**config.mk**
```make
export PLATFORM = sky130hd
export DESIGN_NAME = demux_dispatch_ctrl
export DESIGN_NICKNAME = d
export VERILOG_FILES = /design/src/rtl/demux_dispatch_pkg.sv /design/src/rtl/demux_dispatch_ctrl_rr_pick8.sv /design/src/rtl/demux_dispatch_ctrl.sv
export SDC_FILE = /design/constraint.sdc
export NUM_CORES = 1
export LEC_CHECK = 0
export BUFFER_PORTS_ARGS = -buffer_cell sky130_fd_sc_hd__buf_2
export CORE_MARGIN = 4
export CORE_UTILIZATION = 50
export CTS_BUF_LIST = sky130_fd_sc_hd__clkbuf_16
export CTS_CLUSTER_SIZE = 8
export DETAILED_ROUTE_END_ITERATION = 10
export GPL_ROUTABILITY_DRIVEN = 0
export PLACE_DENSITY = 0.75
export SYNTH_ARGS = -nofsm -noshare
export SYNTH_HDL_FRONTEND = slang
export SYNTH_SLANG_ARGS = --single-unit
```
**constraint.sdc**
```tcl
create_clock -name clk -period 3.6 [get_ports clk]
set_input_delay 0.72 -clock clk [delete_from_list [all_inputs] [get_ports clk]]
set_output_delay 0.72 -clock clk [all_outputs]
set_load 0.1 [all_outputs]
```
**src/rtl/demux_dispatch_pkg.sv**
```systemverilog
// rtl/demux_dispatch_pkg.sv - shared types and constants for the 1-to-8 dispatch controller
package demux_dispatch_pkg;

  localparam int N  = 8;
  localparam int SW = 3;

  typedef enum logic [1:0] {
    IDLE = 2'd0,
    ARB  = 2'd1,
    SEND = 2'd2
  } state_t;

  function automatic logic [N-1:0] onehot(input logic [SW-1:0] i);
    return N'(1) << i;
  endfunction

endpackage

```
**src/rtl/demux_dispatch_ctrl_rr_pick8.sv**
```systemverilog
// rtl/demux_dispatch_ctrl_rr_pick8.sv - 8-way circular first-one finder starting after ptr
module rr_pick8
  import demux_dispatch_pkg::*;
(
  input  logic [N-1:0]  req,
  input  logic [SW-1:0] ptr,
  output logic          found,
  output logic [SW-1:0] idx
);

  logic [SW-1:0] j;

  // Walk from farthest to nearest so the closest request after ptr wins.
  always_comb begin
    found = 1'b0;
    idx   = '0;
    j     = '0;
    for (int k = N; k >= 1; k--) begin
      j = ptr + SW'(k);
      if (req[j]) begin
        found = 1'b1;
        idx   = j;
      end
    end
  end

endmodule

```
**src/rtl/demux_dispatch_ctrl.sv**
```systemverilog
// rtl/demux_dispatch_ctrl.sv - single-source to 8-destination dispatch FSM with delivery counters
module demux_dispatch_ctrl
  import demux_dispatch_pkg::*;
#(
  parameter int DW    = 1,
  parameter int CNT_W = 8
) (
  input  logic             clk,
  input  logic             rst_n,
  input  logic             in_valid,
  output logic             in_ready,
  input  logic [DW-1:0]    in_data,
  input  logic [SW-1:0]    in_dest,
  input  logic             mode,
  input  logic [N-1:0]     en_mask,
  output logic [SW-1:0]    sel,
  output logic [N-1:0]     out_valid,
  output logic [DW-1:0]    out_data,
  input  logic [N-1:0]     out_ready,
  output logic             drop_err,
  input  logic             cnt_clr,
  output logic [N*CNT_W-1:0] tx_count
);

  localparam logic [CNT_W-1:0] CNT_MAX = '1;

  state_t        state;
  logic [DW-1:0] data_q;
  logic          rr_mode;
  logic [SW-1:0] ptr;
  logic [CNT_W-1:0] cnt [N];

  logic          pick_found;
  logic [SW-1:0] pick_idx;
  logic          deliver;

  rr_pick8 u_pick (
    .req   (en_mask & out_ready),
    .ptr   (ptr),
    .found (pick_found),
    .idx   (pick_idx)
  );

  assign deliver = (state == SEND) && out_ready[sel];

  for (genvar g = 0; g < N; g++) begin : g_cnt
    assign tx_count[g*CNT_W +: CNT_W] = cnt[g];
  end

  always_ff @(posedge clk or negedge rst_n) begin
    if (!rst_n) begin
      state     <= IDLE;
      in_ready  <= 1'b0;
      sel       <= '0;
      out_valid <= '0;
      out_data  <= '0;
      drop_err  <= 1'b0;
      data_q    <= '0;
      rr_mode   <= 1'b0;
      ptr       <= SW'(N - 1);
      for (int i = 0; i < N; i++) cnt[i] <= '0;
    end else begin
      drop_err <= 1'b0;
      // Clear takes priority over a delivery landing in the same cycle.
      for (int i = 0; i < N; i++) begin
        if (cnt_clr)
          cnt[i] <= '0;
        else if (deliver && sel == SW'(i) && cnt[i] != CNT_MAX)
          cnt[i] <= cnt[i] + 1'b1;
      end
      case (state)
        IDLE: begin
          if (in_valid && in_ready) begin
            data_q  <= in_data;
            rr_mode <= mode;
            if (!mode) begin
              if (en_mask[in_dest]) begin
                sel       <= in_dest;
                out_valid <= onehot(in_dest);
                out_data  <= in_data;
                in_ready  <= 1'b0;
                state     <= SEND;
              end else begin
                drop_err <= 1'b1;
              end
            end else if (en_mask == '0) begin
              drop_err <= 1'b1;
            end else begin
              in_ready <= 1'b0;
              state    <= ARB;
            end
          end else begin
            in_ready <= 1'b1;
          end
        end
        ARB: begin
          if (pick_found) begin
            sel       <= pick_idx;
            out_valid <= onehot(pick_idx);
            out_data  <= data_q;
            state     <= SEND;
          end
        end
        SEND: begin
          if (out_ready[sel]) begin
            if (rr_mode) ptr <= sel;
            out_valid <= '0;
            out_data  <= '0;
            in_ready  <= 1'b1;
            state     <= IDLE;
          end
        end
        default: state <= IDLE;
      endcase
    end
  end

endmodule
```
# [After elaboration in Yosys (flattened, before gate mapping)]
# Index checks and enable logic that the tools add are counted.
[totals] ff_bits=85 rom_bits=0 memories=0 ram_bits=0 in_bits=25 elab_cells=196 latchBits=0
[op_classes] magnitude_cmp=10 reduce_logical=38 n_shift=2 div=0 n_bitwise=1 n_addsub=15 n_eq_ne=26 n_mul=0 n_mux=87
[op_table] operator="$mux W8" n=21
[op_table] operator="$add A8 B1 Y8 const B" n=8
[op_table] operator="$ne A8 B8 Y1 const B" n=8
[op_table] operator="$lt A3 B4 Y1 const B" n=10
[op_table] operator="$mux W3" n=12
[op_table] operator="$mux W1" n=33
[op_table] operator="$bmux W1 S3" n=10
[op_table] operator="$pmux W8 S3" n=1
[op_table] operator="$reduce_bool A2 Y1" n=10
[op_table] operator="$logic_and A1 B1 Y1" n=18
[op_table] operator="$shl A1 B3 Y8 const A" n=2
[op_table] operator="$add A3 B3 Y3 const B" n=4
[op_table] operator="$eq A3 B3 Y1 const B" n=4
[op_table] operator="$mux W2" n=6
[op_table] operator="$reduce_and A5 Y1" n=2
[op_table] operator="$and A8 B8 Y8" n=1
[op_table] operator="$logic_not A8 Y1" n=1
[op_table] operator="$ne A2 B2 Y1 const B" n=4
[op_table] operator="$ne A4 B4 Y1 const B" n=2
[op_table] operator="$add A3 B2 Y3 const B" n=2
[op_table] operator="$eq A3 B2 Y1 const B" n=2
[op_table] operator="$ne A3 B3 Y1 const B" n=2
[op_table] operator="$pmux W2 S3" n=1
[op_table] operator="$pmux W3 S2" n=1
[op_table] operator="other kinds (14)" n=14

# [Longest topological paths before layout]
# Gate-level depths: netlist of run 1.
[depth] ltp_word=14 depth_mapped=13

# [Cells and area by module]
# From an unflattened synthesis of run 1, not the netlist that was laid out.
[unflattened] hier_cells=529 area_unflattened_um2=5240.0
[modules_own_cells] module="demux_dispatch_ctrl" area_per_inst_um2=4565.6 cells_per_inst=452 instances=1 seq_area_each_um2=2130.8
[modules_own_cells] module="rr_pick8" area_per_inst_um2=674.4 cells_per_inst=77 instances=1 seq_area_each_um2=0.0

# [Worst setup path before layout of run 1]
# OpenSTA, ideal clock, no wires.
[synth_path] kind="register to register" start="reg ptr[0]" end="reg out_valid[5]" setup_slack_ns=0.572 synth_period_minus_slack_ns=3.028 t_arrival_ns=2.905 t_required_ns=3.477 stages_incl_launch_ff=13 path_cell_list="dfstp_2 buf_6 inv_6 buf_12 ha_1 nor2b_1 or2_1 buf_2 mux4_2 a21oi_1 or3_1 a311o_1 a32o_1"
[synth_between] elab_chain_cells=13 elab_cells_between_ends=44 classes_between="add/sub (7); eq/ne (1); shift (1); mux (34); reduce/logical (1)"
[synth_rtl] item="from (decl)" line="demux_dispatch_ctrl.sv:30" rtl="logic [SW-1:0] ptr;"
[synth_rtl] item="from (signal assigned)" line="demux_dispatch_ctrl.sv:60" rtl="ptr <= SW'(N - 1);"
[synth_rtl] item="from (signal assigned)" line="demux_dispatch_ctrl.sv:106" rtl="if (rr_mode) ptr <= sel;"
[synth_rtl] item="$add A3 B3 Y3 or $bmux W1 S3 (tied branches)" line="demux_dispatch_ctrl_rr_pick8.sv:19, demux_dispatch_ctrl_rr_pick8.sv:20"
[synth_rtl] item="$bmux W1 S3 or $mux W1 (tied branches)" line="demux_dispatch_ctrl_rr_pick8.sv:20" rtl="if (req[j]) begin"
[synth_rtl] item="$mux W1 (not written as such) or $mux W3 (tied branches)" line="demux_dispatch_ctrl_rr_pick8.sv:20"
[synth_rtl] item="$mux W3 (7 in series)" line="demux_dispatch_ctrl_rr_pick8.sv:20"
[synth_rtl] item="$shl A1 B3 Y8" line="demux_dispatch_pkg.sv:14" rtl="return N'(1) << i;"
[synth_rtl] item="$mux W8" line="demux_dispatch_ctrl.sv:97" rtl="if (pick_found) begin"
[synth_rtl] item="$pmux W8 S3" line="demux_dispatch_ctrl.sv:71" rtl="case (state)"
[synth_rtl] item="to (signal assigned)" line="demux_dispatch_ctrl.sv:79" rtl="out_valid <= onehot(in_dest);"
[synth_rtl] item="to (signal assigned)" line="demux_dispatch_ctrl.sv:99" rtl="out_valid <= onehot(pick_idx);"
[synth_rtl] item="to (decl)" line="demux_dispatch_ctrl.sv:17" rtl="output logic [N-1:0] out_valid,"
# Several ways; a longest one is shown, not always the timed one. The select of a mux whose other input is x is not followed.
# A chain may end at the register's enable or synchronous reset.

# [Worst setup path after layout of run 1]
[layout_path] start="reg ptr[0]" end="reg out_valid[6]"
# Same word-level chain as after synthesis.

==> results of run 1 <==
-- per-stage QoR --
step	setup WS, ns	utilization (%)	hold slack, ns	area, sq um
finish	0.254	60.1	0.484	6170
global route	0.159	60.1	0.527	6170
CTS	0.359	60.1	0.491	6170
global placement	0.449	57.2	0.473	5880
detailed placement	0.361	57.2	0.476	5880
floorplan	0.572	-	0.424	5260
-- cell usage after synthesis, types with 3 or more instances --
cell       n  area (sq um)
a41o_1     3          30.0
o21ai_1    4          20.0
or4_1      3          22.5
o221ai_1   3          26.3
dfrtp_1   82          2050
buf_2      3          15.0
nor2b_1    3          18.8
nand3_1   25           125
mux2i_1   14           140
nand2b_1   4          25.0
nor2_1    70           263
a21oi_1   17          85.1
mux4_2    17           383
and3_1    11          68.8
nor3_2     3          30.0
clkbuf_1  11          41.3
or3_1      8          50.1
mux2_2     4          45.0
nand4_1   23           144
a31oi_1    4          25.0
and2_1     9          56.3
inv_1      7          26.3
o21a_1     3          22.5
ha_1      14           175
xnor2_1   11          96.3
dfstp_2    3          78.8
o21ai_0   25           125
nor3_1     3          15.0
a211oi_1   3          22.5
nand2_1   56           210
xor2_1    40           350
and4_1     5          43.8
-- flip-flops by register name, indices dropped and copies added, names as in the netlist, 2 cells and up --
register   cells
sel            3
state          2
tx_count      64
out_valid      8
ptr            3
-- cell type report --
class	count	area, sq um
tap	136	170
inverter	10	42.5
multi-input combinational	423	2980
clock buffer	9	225
timing repair buffer	108	558
fill	900	4100
clock inverter	7	66.3
sequential	85	2130
-- placed cells by master (no fill, tap or decap), types with 4 or more instances in the layout --
| cell | Yosys | routed |
|---|---|---|
| a21oi_1 | 17 | 17 |
| a31oi_1 | 4 | 4 |
| and2_1 | 9 | 9 |
| and3_1 | 11 | 11 |
| and4_1 | 5 | 5 |
| buf_2 | 3 | 101 |
| buf_4 | 1 | 7 |
| clkbuf_16 | 0 | 9 |
| dfrtp_1 | 82 | 82 |
| ha_1 | 14 | 14 |
| inv_1 | 7 | 9 |
| mux2_2 | 4 | 4 |
| mux2i_1 | 14 | 14 |
| mux4_2 | 17 | 17 |
| nand2_1 | 56 | 56 |
| nand2b_1 | 4 | 4 |
| nand3_1 | 25 | 25 |
| nand4_1 | 23 | 23 |
| nor2_1 | 70 | 70 |
| o21ai_0 | 25 | 25 |
| o21ai_1 | 4 | 4 |
| or3_1 | 8 | 8 |
| xnor2_1 | 11 | 11 |
| xor2_1 | 40 | 40 |
-- how the worst max path moves through the flow --
stage / start / to / slack (ns) / depth (start not counted)
global route: ptr[0] / out_valid[6] / 0.16 / 9
detailed placement: ptr[0] / out_valid[6] / 0.36 / 9
finish: ptr[0] / out_valid[6] / 0.25 / 9
CTS: ptr[0] / out_valid[6] / 0.36 / 9
global placement: ptr[0] / out_valid[4] / 0.45 / 8
floorplan: ptr[0] / out_valid[5] / 0.57 / 12
-- tightest hold or removal path, cell delays in order (launching register included) --
cell and delay, ns:
dfrtp_1 0.34, nand2_1 0.05, o21ai_0 0.06
-- cells by family (layout without fill, tap and decap cells) --
group           Yosys count  in the layout  synth area share (%)
xor+xnor                 51             51                  8.49
simple gates            234            234                  22.2
compound gates           87             87                  11.3
mux                      37             37                  11.2
flops                    85             85                  40.5
fa+ha+maj                14             14                  3.33
buf+inv                  29            134                  2.90
-- power groups by stage --
stage / clock network, mW / registers (mW) / logic, mW
CTS: 0.924 / 1.20 / 2.12
detailed placement: 0 / 1.22 / 2.11
floorplan: 0 / 1.59 / 1.31
global route: 0.959 / 1.22 / 2.30
global placement: 0 / 1.21 / 2.07
finish: 0.902 / 1.21 / 2.15
-- metal layers --
| layer | vias to the layer above | GRT usage, % | wire length, um |
|---|---|---|---|
| met5 | - | 0 | 0 |
| met4 | 0 | 7.39 | 315 |
| met3 | 39 | 6.63 | 1180 |
| met2 | 226 | 35.4 | 6360 |
| met1 | 2218 | 28.5 | 5570 |
| li1 | 2155 | - | - |
==> flow_summary.json, run 1 <==
{
  "ir_drop_uv": 975,
  "grt_start_max_net_pins": 86,
  "worst_setup_path_start_kind": "flip-flop",
  "hold_viol": 0,
  "cp_data_arrival_time_ns": 3.60,
  "min-delay-start": "data_q",
  "internal_power_mw": 2.32,
  "via_per_inst": 5.96,
  "track_usage_pct": 22.0,
  "crit_path_max_incr_delay_ns": 0.62,
  "portBuffers": 102,
  "fmax_mhz": 299,
  "p_leak_nw": 2.90,
  "swShare_pct": 45.6,
  "status": "completed",
  "final_cells": 778,
  "die_y_um": 111,
  "comb_power_share_pct": 50.5,
  "reg2regPathDepth": 9,
  "syn2layout_area_growth_pct": 17.3,
  "start_util_pct": 51.2,
  "fin_worst_skew_ns": 0.00805,
  "p_clk_share_pct": 21.2,
  "p_total_mw": 4.26,
  "vias": 4638,
  "seqPwrFrac_pct": 28.3,
  "path_class": "reg -> reg",
  "synth-warning-count": 0,
  "cp_top_family": "compound AO/OA/AOI/OAI gates",
  "grt_pass1_vias": 4544,
  "dieArea_sq_um": 12200,
  "clock_latency_ns": 0.33,
  "finalWirelength_mm": 13.4,
  "antenna_cells": 0,
  "synth_cell_types": 69,
  "setup_tns_ns": 0,
  "hold_path_depth": 2,
  "postCtsHoldBufs": 0,
  "synth_edf_count": 0,
  "worstReg2RegEnd": "out_valid[6]",
  "rows": 37,
  "avgRoutedWirePerCell_um": 17.3,
  "layout-drive-gt1-share_pct": 24.9,
  "syn-num-nets": 576,
  "dp.cells": 762,
  "timing.final.setup_violations": 0,
  "power_density_nw_per_um2": 690,
  "drc": 0,
  "required_ns": 3.86,
  "ys_seq_area_share_pct": 40.5,
  "min_path_type": "reg -> reg",
  "slew_violations": 0,
  "ios": 103,
  "synth_cells": 537,
  "cts.sinks": 85,
  "yosys_most_used_dff": "dfrtp_1",
  "worst_pin_slew_ns": 1.12,
  "cts_buffer_depth": 2,
  "synth.ff_latch_count": 85,
  "r2r_slack_ns": 0.25,
  "period_needed_ns": 3.35,
  "cts_resized": 0,
  "antenna_found_initial": 0,
  "grt_pass1_wl_mm": 22.4,
  "postSynth.asyncResetShare_pct": 100,
  "synth_area_sq_um": 5260,
  "first_iter_violations": 367,
  "grt_overflow_total": 0,
  "rsz0062_at_grt": "false",
  "path_buf_inv": 0,
  "cts_buffers": 9,
  "slew_headroom_pct": 25.2,
  "p_switching_mw": 1.94,
  "syn_area_per_cell_sq_um": 9.80,
  "finalCritPeriodShare_pct": 92.9,
  "timing.rr.start": "ptr[0]",
  "die_w_um": 111,
  "hpwlAfterDp_mm": 10.0,
  "end_kind": "flip-flop",
  "postCtsSetupBuffers": 0,
  "root_buffer": "clkbuf_16",
  "crit_chain": "ha_1 > xor2_1 > mux4_2 > mux2_2 > and2_1 > and3_1 > a311oi_1 > nand2_1 > o21ai_1",
  "cp_max_fo": 4,
  "drv_cap": 0,
  "slowest_stage": "dfstp_2",
  "first_pass_iters": 5,
  "core_sq_um": 10300,
  "h-tree-depth": 3,
  "fin_nets": 676,
  "tritoncts": "yes",
  "ant_nets": 0,
  "hold_path_end": "data_q",
  "clk_pin_slew_ns": 0.06
}
No activity file was read; power rests on OpenSTA's default activity.
==> inputs of run 2 (changes only) <==
--- a/config.mk
+++ b/config.mk
@@ -13,6 +13,7 @@
 export DETAILED_ROUTE_END_ITERATION = 10
 export GPL_ROUTABILITY_DRIVEN = 0
 export PLACE_DENSITY = 0.75
+export RECOVER_POWER = 50
 export SYNTH_ARGS = -nofsm -noshare
 export SYNTH_HDL_FRONTEND = slang
 export SYNTH_SLANG_ARGS = --single-unit
==> constraint.sdc (replaced) <==
create_clock -name clk -period 3.35 [get_ports clk]
set_input_delay 0.67 -clock clk [delete_from_list [all_inputs] [get_ports clk]]
set_output_delay 0.67 -clock clk [all_outputs]
set_load 0.1 [all_outputs]
==> run 2 against run 1 <==
Register-to-register slack got worse by 0.06 ns. Core utilization barely moved. Cell count rose by 0.39%. Die area did not move. The flow now finishes with violations (capacitance limit, slew limit). Combinational power rose by 9.8%. Critical path depth fell by 1. Power rose by 9.6%. First-iteration DRC count rose by 1.4%. Cell area barely moved. Worst setup slack got worse by 0.060 ns.
==> flow_summary.json, run 2 (same netlist as run 1, synthesis figures left out) <==
{
  "worst_pin_slew_ns": 2.10,
  "grt_pass1_vias": 4592,
  "r2r_slack_ns": 0.19,
  "ant_nets": 0,
  "cp_max_fo": 9,
  "power_density_nw_per_um2": 756,
  "p_clk_share_pct": 22.0,
  "rsz0062_at_grt": "false",
  "final_cells": 781,
  "antenna_found_initial": 0,
  "cts_buffer_depth": 2,
  "hold_path_depth": 2,
  "setup_tns_ns": 0,
  "timing.rr.start": "ptr[0]",
  "ir_drop_uv": 699,
  "final_cell_mix": "dfrtp_1, nor2_1, buf_2",
  "finalWirelength_mm": 13.5,
  "die_y_um": 111,
  "p_leak_nw": 2.78,
  "clock_latency_ns": 0.34,
  "tritoncts": "yes",
  "cp_data_arrival_time_ns": 3.37,
  "first_iter_violations": 372,
  "first_pass_iters": 5,
  "avgRoutedWirePerCell_um": 17.3,
  "violations": "capacitance limit, slew limit",
  "min-delay-start": "data_q",
  "comb_power_share_pct": 50.6,
  "seqPwrFrac_pct": 27.4,
  "hpwlAfterDp_mm": 10.0,
  "fillCellCount": 929,
  "start_util_pct": 51.2,
  "via_per_inst": 6.03,
  "grt_pass1_wl_mm": 22.8,
  "grt_start_max_net_pins": 86,
  "hold_viol": 0,
  "postCtsHoldBufs": 0,
  "syn2layout_area_growth_pct": 17.2,
  "portBuffers": 102,
  "internal_power_mw": 2.53,
  "rows": 37,
  "crit_path_max_incr_delay_ns": 0.59,
  "fin_nets": 679,
  "slew_violations": 86,
  "finalWorstSetupSlack_ns": 0.195,
  "drc": 0,
  "fin_worst_skew_ns": 0.00964,
  "core_sq_um": 10300,
  "min_path_type": "reg -> reg",
  "hold_path_end": "data_q",
  "worstReg2RegEnd": "out_data",
  "cp_top_family": "multiplexers",
  "cts_buffers": 9,
  "die_w_um": 111,
  "vias": 4710,
  "postCtsSetupBuffers": 0,
  "place_area_sq_um": 5900,
  "cts_resized": 0,
  "p_switching_mw": 2.13,
  "period_needed_ns": 3.16,
  "slowest_stage": "dfstp_2",
  "clk_pin_slew_ns": 0.07,
  "antenna_cells": 0,
  "status": "finished with violations",
  "track_usage_pct": 22.4,
  "ios": 103,
  "h-tree-depth": 3,
  "stdcell_area_sq_um": 6170,
  "crit_chain": "ha_1 > xor2_1 > mux4_2 > mux2_2 > and2_1 > a31oi_2 > nand4b_2 > mux2_1",
  "path_class": "reg -> reg",
  "finalCritPeriodShare_pct": 94.2,
  "drv_cap": 1,
  "dieArea_sq_um": 12200,
  "swShare_pct": 45.7,
  "layout-drive-gt1-share_pct": 20.6,
  "largest_reg_flops": 64,
  "cts.sinks": 85,
  "slew_headroom_pct": -40.1,
  "layout_commonest_cell": "dfrtp_1",
  "path_buf_inv": 0,
  "dp.cells": 765,
  "root_buffer": "clkbuf_16",
  "end_kind": "flip-flop",
  "pre_cts_slack_ns": 0.225,
  "reg2regPathDepth": 8,
  "fmax_mhz": 317,
  "required_ns": 3.57,
  "grt_overflow_total": 0,
  "worst_setup_path_start_kind": "flip-flop",
  "timing.final.setup_violations": 0
}
-- run 2: layout make-up --
| type | count | area (sq um) | area share, % |
|---|---|---|---|
| clock buffer | 9 | 225 | 3.65 |
| clock inverter | 7 | 80.1 | 1.30 |
| inverter | 10 | 42.5 | 0.690 |
| multi-input combinational | 423 | 2980 | 48.4 |
| sequential | 85 | 2130 | 34.5 |
| tap | 136 | 170 | 2.76 |
| timing repair buffer | 111 | 537 | 8.70 |
-- run 2: worst min-delay path, cell delays in order, from the launching register on --
cell and delay [ns]:
dfrtp_1 0.34, nand2_1 0.04, o21ai_0 0.06
-- run 2: worst max path at each step --
stage / start / to / slack [ns] / depth (start not counted)
final: ptr[0] / out_data / 0.19 / 8
after global routing: ptr[0] / out_data / 0.04 / 8
after CTS: ptr[0] / out_data / 0.22 / 8
after detailed placement: ptr[0] / out_data / 0.22 / 8
after global placement: ptr[0] / out_data / 0.33 / 8
after floorplan: ptr[0] / out_valid[5] / 0.32 / 12
-- run 2: power groups by stage --
stage | Combinational [mW] | Clock (mW) | Sequential (mW)
after floorplan | 1.41 | 0 | 1.71
after global placement | 2.28 | 0 | 1.29
after detailed placement | 2.33 | 0 | 1.29
after CTS | 2.34 | 1.05 | 1.28
after global routing | 2.53 | 1.10 | 1.29
final | 2.36 | 1.03 | 1.28
-- run 2: per-layer routing --
metal	global-route usage (%)	vias to the layer above	part of all wire (%)
li1	-	2159	-
met1	29.2	2295	42
met2	35.8	218	48
met3	6.08	38	7.4
met4	7.96	0	2.5
met5	0	-	0
-- run 2: stage by stage --
stage               hold slack, ns  utilization [%]  power [mW]
finish                       0.489             60.0        4.67
global route                 0.512             60.0        4.92
CTS                          0.493             60.4        4.67
detailed placement           0.479             57.5        3.62
global placement             0.471             57.5        3.57
floorplan                    0.374                -        3.12
